### src/rtl/spdif_frame_reader_pkg.sv
// Shared types and constants for the S/PDIF frame reader.
// Contents: preamble codes, subframe payload layout, block length,
// FSM state encoding and the even-parity helper.
package spdif_frame_reader_pkg;

    localparam int unsigned AUDIO_W          = 24;
    localparam int unsigned PAYLOAD_W        = 28;
    localparam int unsigned IDX_W            = 8;
    localparam int unsigned FRAMES_PER_BLOCK = 192;
    localparam int unsigned CS_BITS          = 32;
    localparam int unsigned CS_SEL_W         = 5;

    // Preamble codes presented to the biphase-mark serializer.
    localparam logic [1:0] PRE_B = 2'd0;
    localparam logic [1:0] PRE_M = 2'd1;
    localparam logic [1:0] PRE_W = 2'd2;

    typedef enum logic [1:0] {
        ST_IDLE  = 2'd0,
        ST_LOAD  = 2'd1,
        ST_LEFT  = 2'd2,
        ST_RIGHT = 2'd3
    } state_t;

    // Subframe bits 4..31; member order puts audio in [23:0] and P in [27].
    typedef struct packed {
        logic               p;
        logic               c;
        logic               u;
        logic               v;
        logic [AUDIO_W-1:0] audio;
    } payload_t;

    // Even parity over audio, V, U and C (subframe bits 4..30).
    function automatic logic even_parity(input payload_t pl);
        return ^{pl.audio, pl.v, pl.u, pl.c};
    endfunction

endpackage

### src/rtl/spdif_frame_reader_if.sv
// FIFO read port and subframe handshake bundle.
// master: frame reader (pops FIFO, offers subframes)
// slave : FIFO + serializer side (supplies head words, accepts subframes)
//   fifo_empty/fifo_left/fifo_right : first-word-fall-through FIFO head
//   fifo_read_en                    : pop strobe
//   sub_valid/sub_ready             : subframe handshake
//   sub_preamble/sub_payload        : subframe contents
interface spdif_frame_reader_if
    import spdif_frame_reader_pkg::*;
#(
    parameter int unsigned WORDSIZE = 32
) ();

    logic                fifo_empty;
    logic [WORDSIZE-1:0] fifo_left;
    logic [WORDSIZE-1:0] fifo_right;
    logic                fifo_read_en;
    logic                sub_valid;
    logic                sub_ready;
    logic [1:0]          sub_preamble;
    payload_t            sub_payload;

    modport master (
        input  fifo_empty, fifo_left, fifo_right, sub_ready,
        output fifo_read_en, sub_valid, sub_preamble, sub_payload
    );

    modport slave (
        output fifo_empty, fifo_left, fifo_right, sub_ready,
        input  fifo_read_en, sub_valid, sub_preamble, sub_payload
    );

endinterface

### src/rtl/spdif_frame_reader_subframe_pack.sv
// Combinational subframe formatter: picks the preamble and builds the
// 28-bit payload (audio, V, U=0, C, even parity) from one latched sample.
//   sample      : latched FIFO word, audio taken from the top 24 bits
//   v, c        : validity and channel-status bit for this frame
//   is_right    : right-channel subframe (W preamble)
//   first_frame : frame 0 of the channel-status block (B preamble)
//   preamble_c  : preamble code
//   payload_c   : subframe bits 4..31
module spdif_frame_reader_subframe_pack
    import spdif_frame_reader_pkg::*;
#(
    parameter int unsigned WORDSIZE = 32
) (
    input  logic [WORDSIZE-1:0] sample,
    input  logic                v,
    input  logic                c,
    input  logic                is_right,
    input  logic                first_frame,
    output logic [1:0]          preamble_c,
    output payload_t            payload_c
);

    // Sample LSBs below the 24 audio bits are intentionally dropped.
    logic unused_sample_bits;
    assign unused_sample_bits = ^sample;

    payload_t fields;

    always_comb begin
        fields       = '0;
        fields.audio = sample[WORDSIZE-1 -: AUDIO_W];
        fields.v     = v;
        fields.u     = 1'b0;
        fields.c     = c;
        fields.p     = 1'b0;
        payload_c    = fields;
        payload_c.p  = even_parity(fields);
    end

    always_comb begin
        preamble_c = PRE_M;
        if (is_right) begin
            preamble_c = PRE_W;
        end else if (first_frame) begin
            preamble_c = PRE_B;
        end
    end

endmodule

### src/rtl/spdif_frame_reader.sv
// Read side of the stereo sample FIFO: pops one L/R pair per S/PDIF frame,
// formats it into two subframes and hands them to the serializer.
// Tracks the 192-frame channel-status block and substitutes a silent,
// invalid frame (V=1) when the FIFO is empty so the stream never stalls.
//   clk       : system clock
//   rst       : asynchronous active-low reset
//   enable    : run request; a frame in progress always completes
//   bus       : FIFO read port and subframe handshake (master side)
//   frame_idx : frame number within the channel-status block, 0..191
//   underrun  : one-cycle pulse when a frame is loaded without FIFO data
module spdif_frame_reader
    import spdif_frame_reader_pkg::*;
#(
    parameter int unsigned          WORDSIZE = 32,
    parameter logic [CS_BITS-1:0]   CS_LOW   = 32'h0200_0004
) (
    input  logic                    clk,
    input  logic                    rst,
    input  logic                    enable,
    spdif_frame_reader_if.master    bus,
    output logic [IDX_W-1:0]        frame_idx,
    output logic                    underrun
);

    state_t              state;
    state_t              state_next;
    logic [WORDSIZE-1:0] left_q;
    logic [WORDSIZE-1:0] right_q;
    logic                v_q;

    logic                load_c;
    logic                pop_c;
    logic                active_c;
    logic                is_right_c;
    logic                accept_c;
    logic                cs_bit_c;
    logic [1:0]          preamble_c;
    payload_t            payload_c;

    // State register.
    always_ff @(posedge clk or negedge rst) begin
        if (!rst) begin
            state <= ST_IDLE;
        end else begin
            state <= state_next;
        end
    end

    // Next state and per-state strobes.
    always_comb begin
        state_next = state;
        load_c     = 1'b0;
        active_c   = 1'b0;
        is_right_c = 1'b0;
        accept_c   = 1'b0;
        case (state)
            ST_IDLE: begin
                if (enable) begin
                    state_next = ST_LOAD;
                end
            end
            ST_LOAD: begin
                load_c     = 1'b1;
                state_next = ST_LEFT;
            end
            ST_LEFT: begin
                active_c = 1'b1;
                if (bus.sub_ready) begin
                    state_next = ST_RIGHT;
                end
            end
            ST_RIGHT: begin
                active_c   = 1'b1;
                is_right_c = 1'b1;
                if (bus.sub_ready) begin
                    accept_c   = 1'b1;
                    state_next = enable ? ST_LOAD : ST_IDLE;
                end
            end
            default: begin
                state_next = ST_IDLE;
            end
        endcase
    end

    // Pop only in LOAD with data available; otherwise flag the underrun.
    assign pop_c            = load_c & ~bus.fifo_empty;
    assign underrun         = load_c &  bus.fifo_empty;
    assign bus.fifo_read_en = pop_c;
    assign bus.sub_valid    = active_c;

    // Sample pair and validity latch; an empty FIFO yields silence with V=1.
    always_ff @(posedge clk or negedge rst) begin
        if (!rst) begin
            left_q  <= '0;
            right_q <= '0;
            v_q     <= 1'b0;
        end else if (load_c) begin
            if (pop_c) begin
                left_q  <= bus.fifo_left;
                right_q <= bus.fifo_right;
                v_q     <= 1'b0;
            end else begin
                left_q  <= '0;
                right_q <= '0;
                v_q     <= 1'b1;
            end
        end
    end

    // Block frame counter, advanced when the right subframe is accepted.
    always_ff @(posedge clk or negedge rst) begin
        if (!rst) begin
            frame_idx <= '0;
        end else if (accept_c) begin
            if (frame_idx == IDX_W'(FRAMES_PER_BLOCK - 1)) begin
                frame_idx <= '0;
            end else begin
                frame_idx <= frame_idx + IDX_W'(1);
            end
        end
    end

    // Channel-status bit: only the first 32 bits of the block are non-zero.
    always_comb begin
        cs_bit_c = 1'b0;
        if (frame_idx < IDX_W'(CS_BITS)) begin
            cs_bit_c = CS_LOW[frame_idx[CS_SEL_W-1:0]];
        end
    end

    spdif_frame_reader_subframe_pack #(
        .WORDSIZE (WORDSIZE)
    ) u_pack (
        .sample      (is_right_c ? right_q : left_q),
        .v           (v_q),
        .c           (cs_bit_c),
        .is_right    (is_right_c),
        .first_frame (frame_idx == '0),
        .preamble_c  (preamble_c),
        .payload_c   (payload_c)
    );

    // Subframe fields read as zero whenever no subframe is offered.
    assign bus.sub_preamble = active_c ? preamble_c : 2'b00;
    assign bus.sub_payload  = active_c ? payload_c  : '0;

endmodule

### src/flat_wrapper.sv
// flat-port wrapper written by rule: the top's interface ports become plain ports
module spdif_frame_reader_flat import spdif_frame_reader_pkg::*;
#(
    parameter int unsigned          WORDSIZE = 32,
    parameter logic [CS_BITS-1:0]   CS_LOW   = 32'h0200_0004
)
  (clk, rst, enable, frame_idx, underrun, bus_fifo_empty, bus_fifo_left, bus_fifo_right, bus_sub_ready, bus_fifo_read_en, bus_sub_valid, bus_sub_preamble, bus_sub_payload);
  spdif_frame_reader_if #(.WORDSIZE(WORDSIZE)) bus_i ();
  input  logic clk;
  input  logic rst;
  input  logic enable;
  output logic [IDX_W-1:0] frame_idx;
  output logic underrun;
  input wire logic [$bits(bus_i.fifo_empty)-1:0] bus_fifo_empty;
  input wire logic [$bits(bus_i.fifo_left)-1:0] bus_fifo_left;
  input wire logic [$bits(bus_i.fifo_right)-1:0] bus_fifo_right;
  input wire logic [$bits(bus_i.sub_ready)-1:0] bus_sub_ready;
  output wire logic [$bits(bus_i.fifo_read_en)-1:0] bus_fifo_read_en;
  output wire logic [$bits(bus_i.sub_valid)-1:0] bus_sub_valid;
  output wire logic [$bits(bus_i.sub_preamble)-1:0] bus_sub_preamble;
  output wire logic [$bits(bus_i.sub_payload)-1:0] bus_sub_payload;
  assign bus_i.fifo_empty = bus_fifo_empty;
  assign bus_i.fifo_left = bus_fifo_left;
  assign bus_i.fifo_right = bus_fifo_right;
  assign bus_i.sub_ready = bus_sub_ready;
  assign bus_fifo_read_en = bus_i.fifo_read_en;
  assign bus_sub_valid = bus_i.sub_valid;
  assign bus_sub_preamble = bus_i.sub_preamble;
  assign bus_sub_payload = bus_i.sub_payload;
  spdif_frame_reader #(.WORDSIZE(WORDSIZE), .CS_LOW(CS_LOW)) u_core (.clk(clk), .rst(rst), .enable(enable), .bus(bus_i), .frame_idx(frame_idx), .underrun(underrun));
endmodule
### config.mk
export PLATFORM = sky130hd
export DESIGN_NAME = spdif_frame_reader_flat
export DESIGN_NICKNAME = d
export VERILOG_FILES = /design/src/rtl/spdif_frame_reader_pkg.sv /design/src/rtl/spdif_frame_reader_if.sv /design/src/rtl/spdif_frame_reader_subframe_pack.sv /design/src/rtl/spdif_frame_reader.sv /design/src/flat_wrapper.sv
export SDC_FILE = /design/constraint.sdc
export NUM_CORES = 1
export LEC_CHECK = 0
export ABC_AREA = 1
export BUFFER_PORTS_ARGS = -buffer_cell sky130_fd_sc_hd__buf_2
export CAP_MARGIN = 20
export CORE_ASPECT_RATIO = 1.4
export CORE_MARGIN = 2
export CORE_UTILIZATION = 52
export CTS_CLUSTER_SIZE = 40
export DETAILED_ROUTE_END_ITERATION = 10
export GPL_TIMING_DRIVEN = 0
export PLACE_DENSITY = 0.8
export SLEW_MARGIN = 20
export SYNTH_ARGS = -nofsm -noshare
export SYNTH_HDL_FRONTEND = slang
export SYNTH_SLANG_ARGS = --single-unit
### constraint.sdc
create_clock -name clk -period 2 [get_ports clk]
set_input_delay 0.1 -clock clk [delete_from_list [all_inputs] [get_ports clk]]
set_output_delay 0.1 -clock clk [all_outputs]
set_load 0.05 [all_outputs]
==> reports/metrics.cfg <==
[status]
status=finished with violations
violations=setup timing

[setup_path]
slowest_delay_ps=420
crit_fanout=10
path_cells=ha_4 -> buf_12 -> buf_8 -> nand2_1 -> o21ai_4 -> nand2_2 -> nand2_1 -> nand2_2 -> nand2_1 -> nand2_1 -> nand2_1 -> nand2_1 -> nand2_2 -> nand2_2 -> nand2_2 -> nor2_4 -> buf_8
start_kind=flop
endpoint_kind=output pin
rr_worst_depth=8
cp.arrival_ps=2650
critPathMostFrequentCell=nand2_1
crit_slowest_cell=dfrtp_1
crit_required_ps=1900
crit_type=reg2out

[global_routing]
grt_max_degree=60
grt_util_all_layers_pct=34.0
antenna_found_initial=0
grt_pass1_wl_um=20000
overflow=0
grt_pass1_vias=4391

[floorplanning]
rows=36
die-width_um=75.1
core_um2=6890
start_util_pct=53.4
die_h_um=104
ios=110
die-area_um2=7770

[clock_network]
clk_root_buffer_cell=clkbuf_8
cts_tree=built
clock_latency_ps=360
clk_pin_slew_worst_paths_ps=70
numClockSinks=59
htree_num_levels=3
cts_buffers=9
clockBufferDepth=2

[min_path]
min_path_type=in2reg
whs_path_depth=3

[drt]
wl_per_cell_um=17.3
drt_first_iter_violations=524
detail-route-antenna-nets=0
drt_first_pass_iters=5
dr_total_vias=4608
vias_per_cell=5.56
drcViolationCount=0
drt_wl_total_um=14300

[logic_synthesis]
ys_ff_latch=59
synth-edff-count=0
synth_area_per_cell_um2=6.71
synth_area_um2=3680
synth.distinct_cells=31
synth_cells=548
yosysSeqAreaShare_pct=40.1
synth-main-ff-cell=dfrtp_1
synthArstFlopShare_pct=100
ys_warn_count=0
synth_commonest_cells=nand2_1 (243), inv_1 (69), dfrtp_1 (59)
synth_nets=626
post-synth-top-count-cell=nand2_1
yosys.area.top_type=dfrtp_1
synth_top_area_share_pct=40.1
ys_top_cells_by_area=dfrtp_1 (40%), nand2_1 (25%), o21ai_0 (7.1%)

[timing]
setup_viol=21
holdWs_ps=69.2
worstMarginPinSlew_ps=788
hold_viol_final=0
setup_ws_ps=-750
fmax_mhz=364
drv_slew=0
min_period_over_period_pct=138
rsz0062_at_grt=yes
fin_crit_ps=2750
relSlewSlack_pct=47.5
fin_skew_ps=7.99

[placed_design]
gp_congestion=0.866
hpwlAfterDp_um=7340
io_buffers=92

[final_layout]
syn2layout_area_growth_pct=60.6
fin_nets=807
n_antenna_cell=0
drive_above_1_share_pct=35.1

[job]
cap_violations=0

state kept, by name (all words and copies together) (netlist names):
signal            count
u_core.frame_idx      8
u_core.left_q        24
u_core.right_q       24
u_core.state          2
u_core.v_q            1
critical path, delay by kind of cell, from the launching register on:
| kind | cells | cell delay (ps) |
|---|---|---|
| AOI/OAI and AO/OA | 1 | 110 |
| and+or+nand+nor | 12 | 1090 |
| buffers and inverters | 3 | 450 |
| adders and majority gates | 1 | 210 |
| DFF | 1 | 420 |
per-stage QoR:
step	setup TNS [ps]	setup WS [ps]	utilization, %	cell area [µm²]	cells
finish	-1510	-750	85.7	5910	829
global route	-3040	-835	85.7	5910	829
CTS	-507	-507	79.6	5490	816
detailed placement	-10300	-381	62.7	4320	735
global placement	-7470	-323	62.7	4320	735
floorplan	-731	-75.4	-	3740	548
path summary, 6_finish.rpt:
path                                       end  slack (ps)          startpoint
min                            u_core.state[0]          70              enable
max                        bus_sub_payload[27]        -750     u_core.state[0]
max reg2reg                 u_core.right_q[26]         -50     u_core.state[1]
min reg2reg                 u_core.right_q[22]         510  u_core.right_q[22]
max in group asynchronous   u_core.right_q[24]        1110                 rst
min in group asynchronous    u_core.left_q[11]         350                 rst
cells in the final DEF, fill, tap and decap left out, types with 4 or more instances in the layout:
master	count
nand2_1	194
inv_1	65
o21ai_1	6
ha_1	6
dfrtp_1	58
a22o_1	5
o21ai_2	4
clkbuf_1	5
nor2_2	22
dlygate4sd3_1	49
o21ai_0	49
buf_12	5
nor2_1	11
buf_2	63
nand3_1	10
buf_6	33
nand2_2	49
clkbuf_8	13
nand3_2	5
o21ai_4	5
buf_4	22
inv_2	4
a21oi_1	4
buf_8	9
cell families after synthesis:
family	after synthesis	synth area share (%)
AO/OA/AOI/OAI	79	11.8
adder cells (fa/ha/maj)	9	3.06
other	1	0.102
XOR/XNOR	3	0.714
AND/OR/NAND/NOR	303	32.4
buffers and inverters	94	11.8
flip-flops	59	40.1
area by class of cell:
class / instances / area (µm²)
timing repair buffer: 170 / 1460
clock inverter: 1 / 5.00
sequential: 59 / 1480
clock buffer: 15 / 186
tap: 95 / 119
inverter: 72 / 288
buffer: 22 / 274
fill: 345 / 982
multi-input combinational: 395 / 2100
timing repair:
item	in CTS	in global routing
gates resized for setup	87	126
endpoints found under the hold margin	107	0
hold buffers	49	0
setup buffers	12	13
cloned	4	1
pin swaps	27	28
endpoints found under the setup margin	68	56
routing by layer:
| metal | share of wire, % | up-vias | track usage, % |
|---|---|---|---|
| met5 | 0 | - | 0 |
| met4 | 5.3 | 0 | 17.2 |
| met3 | 6.5 | 69 | 5.45 |
| met2 | 53 | 280 | 59.1 |
| met1 | 36 | 2211 | 38.3 |
| li1 | - | 2048 | - |
Power is not shown: default switching activity piles up to over one toggle a cycle in this logic, so the estimate is an artifact.
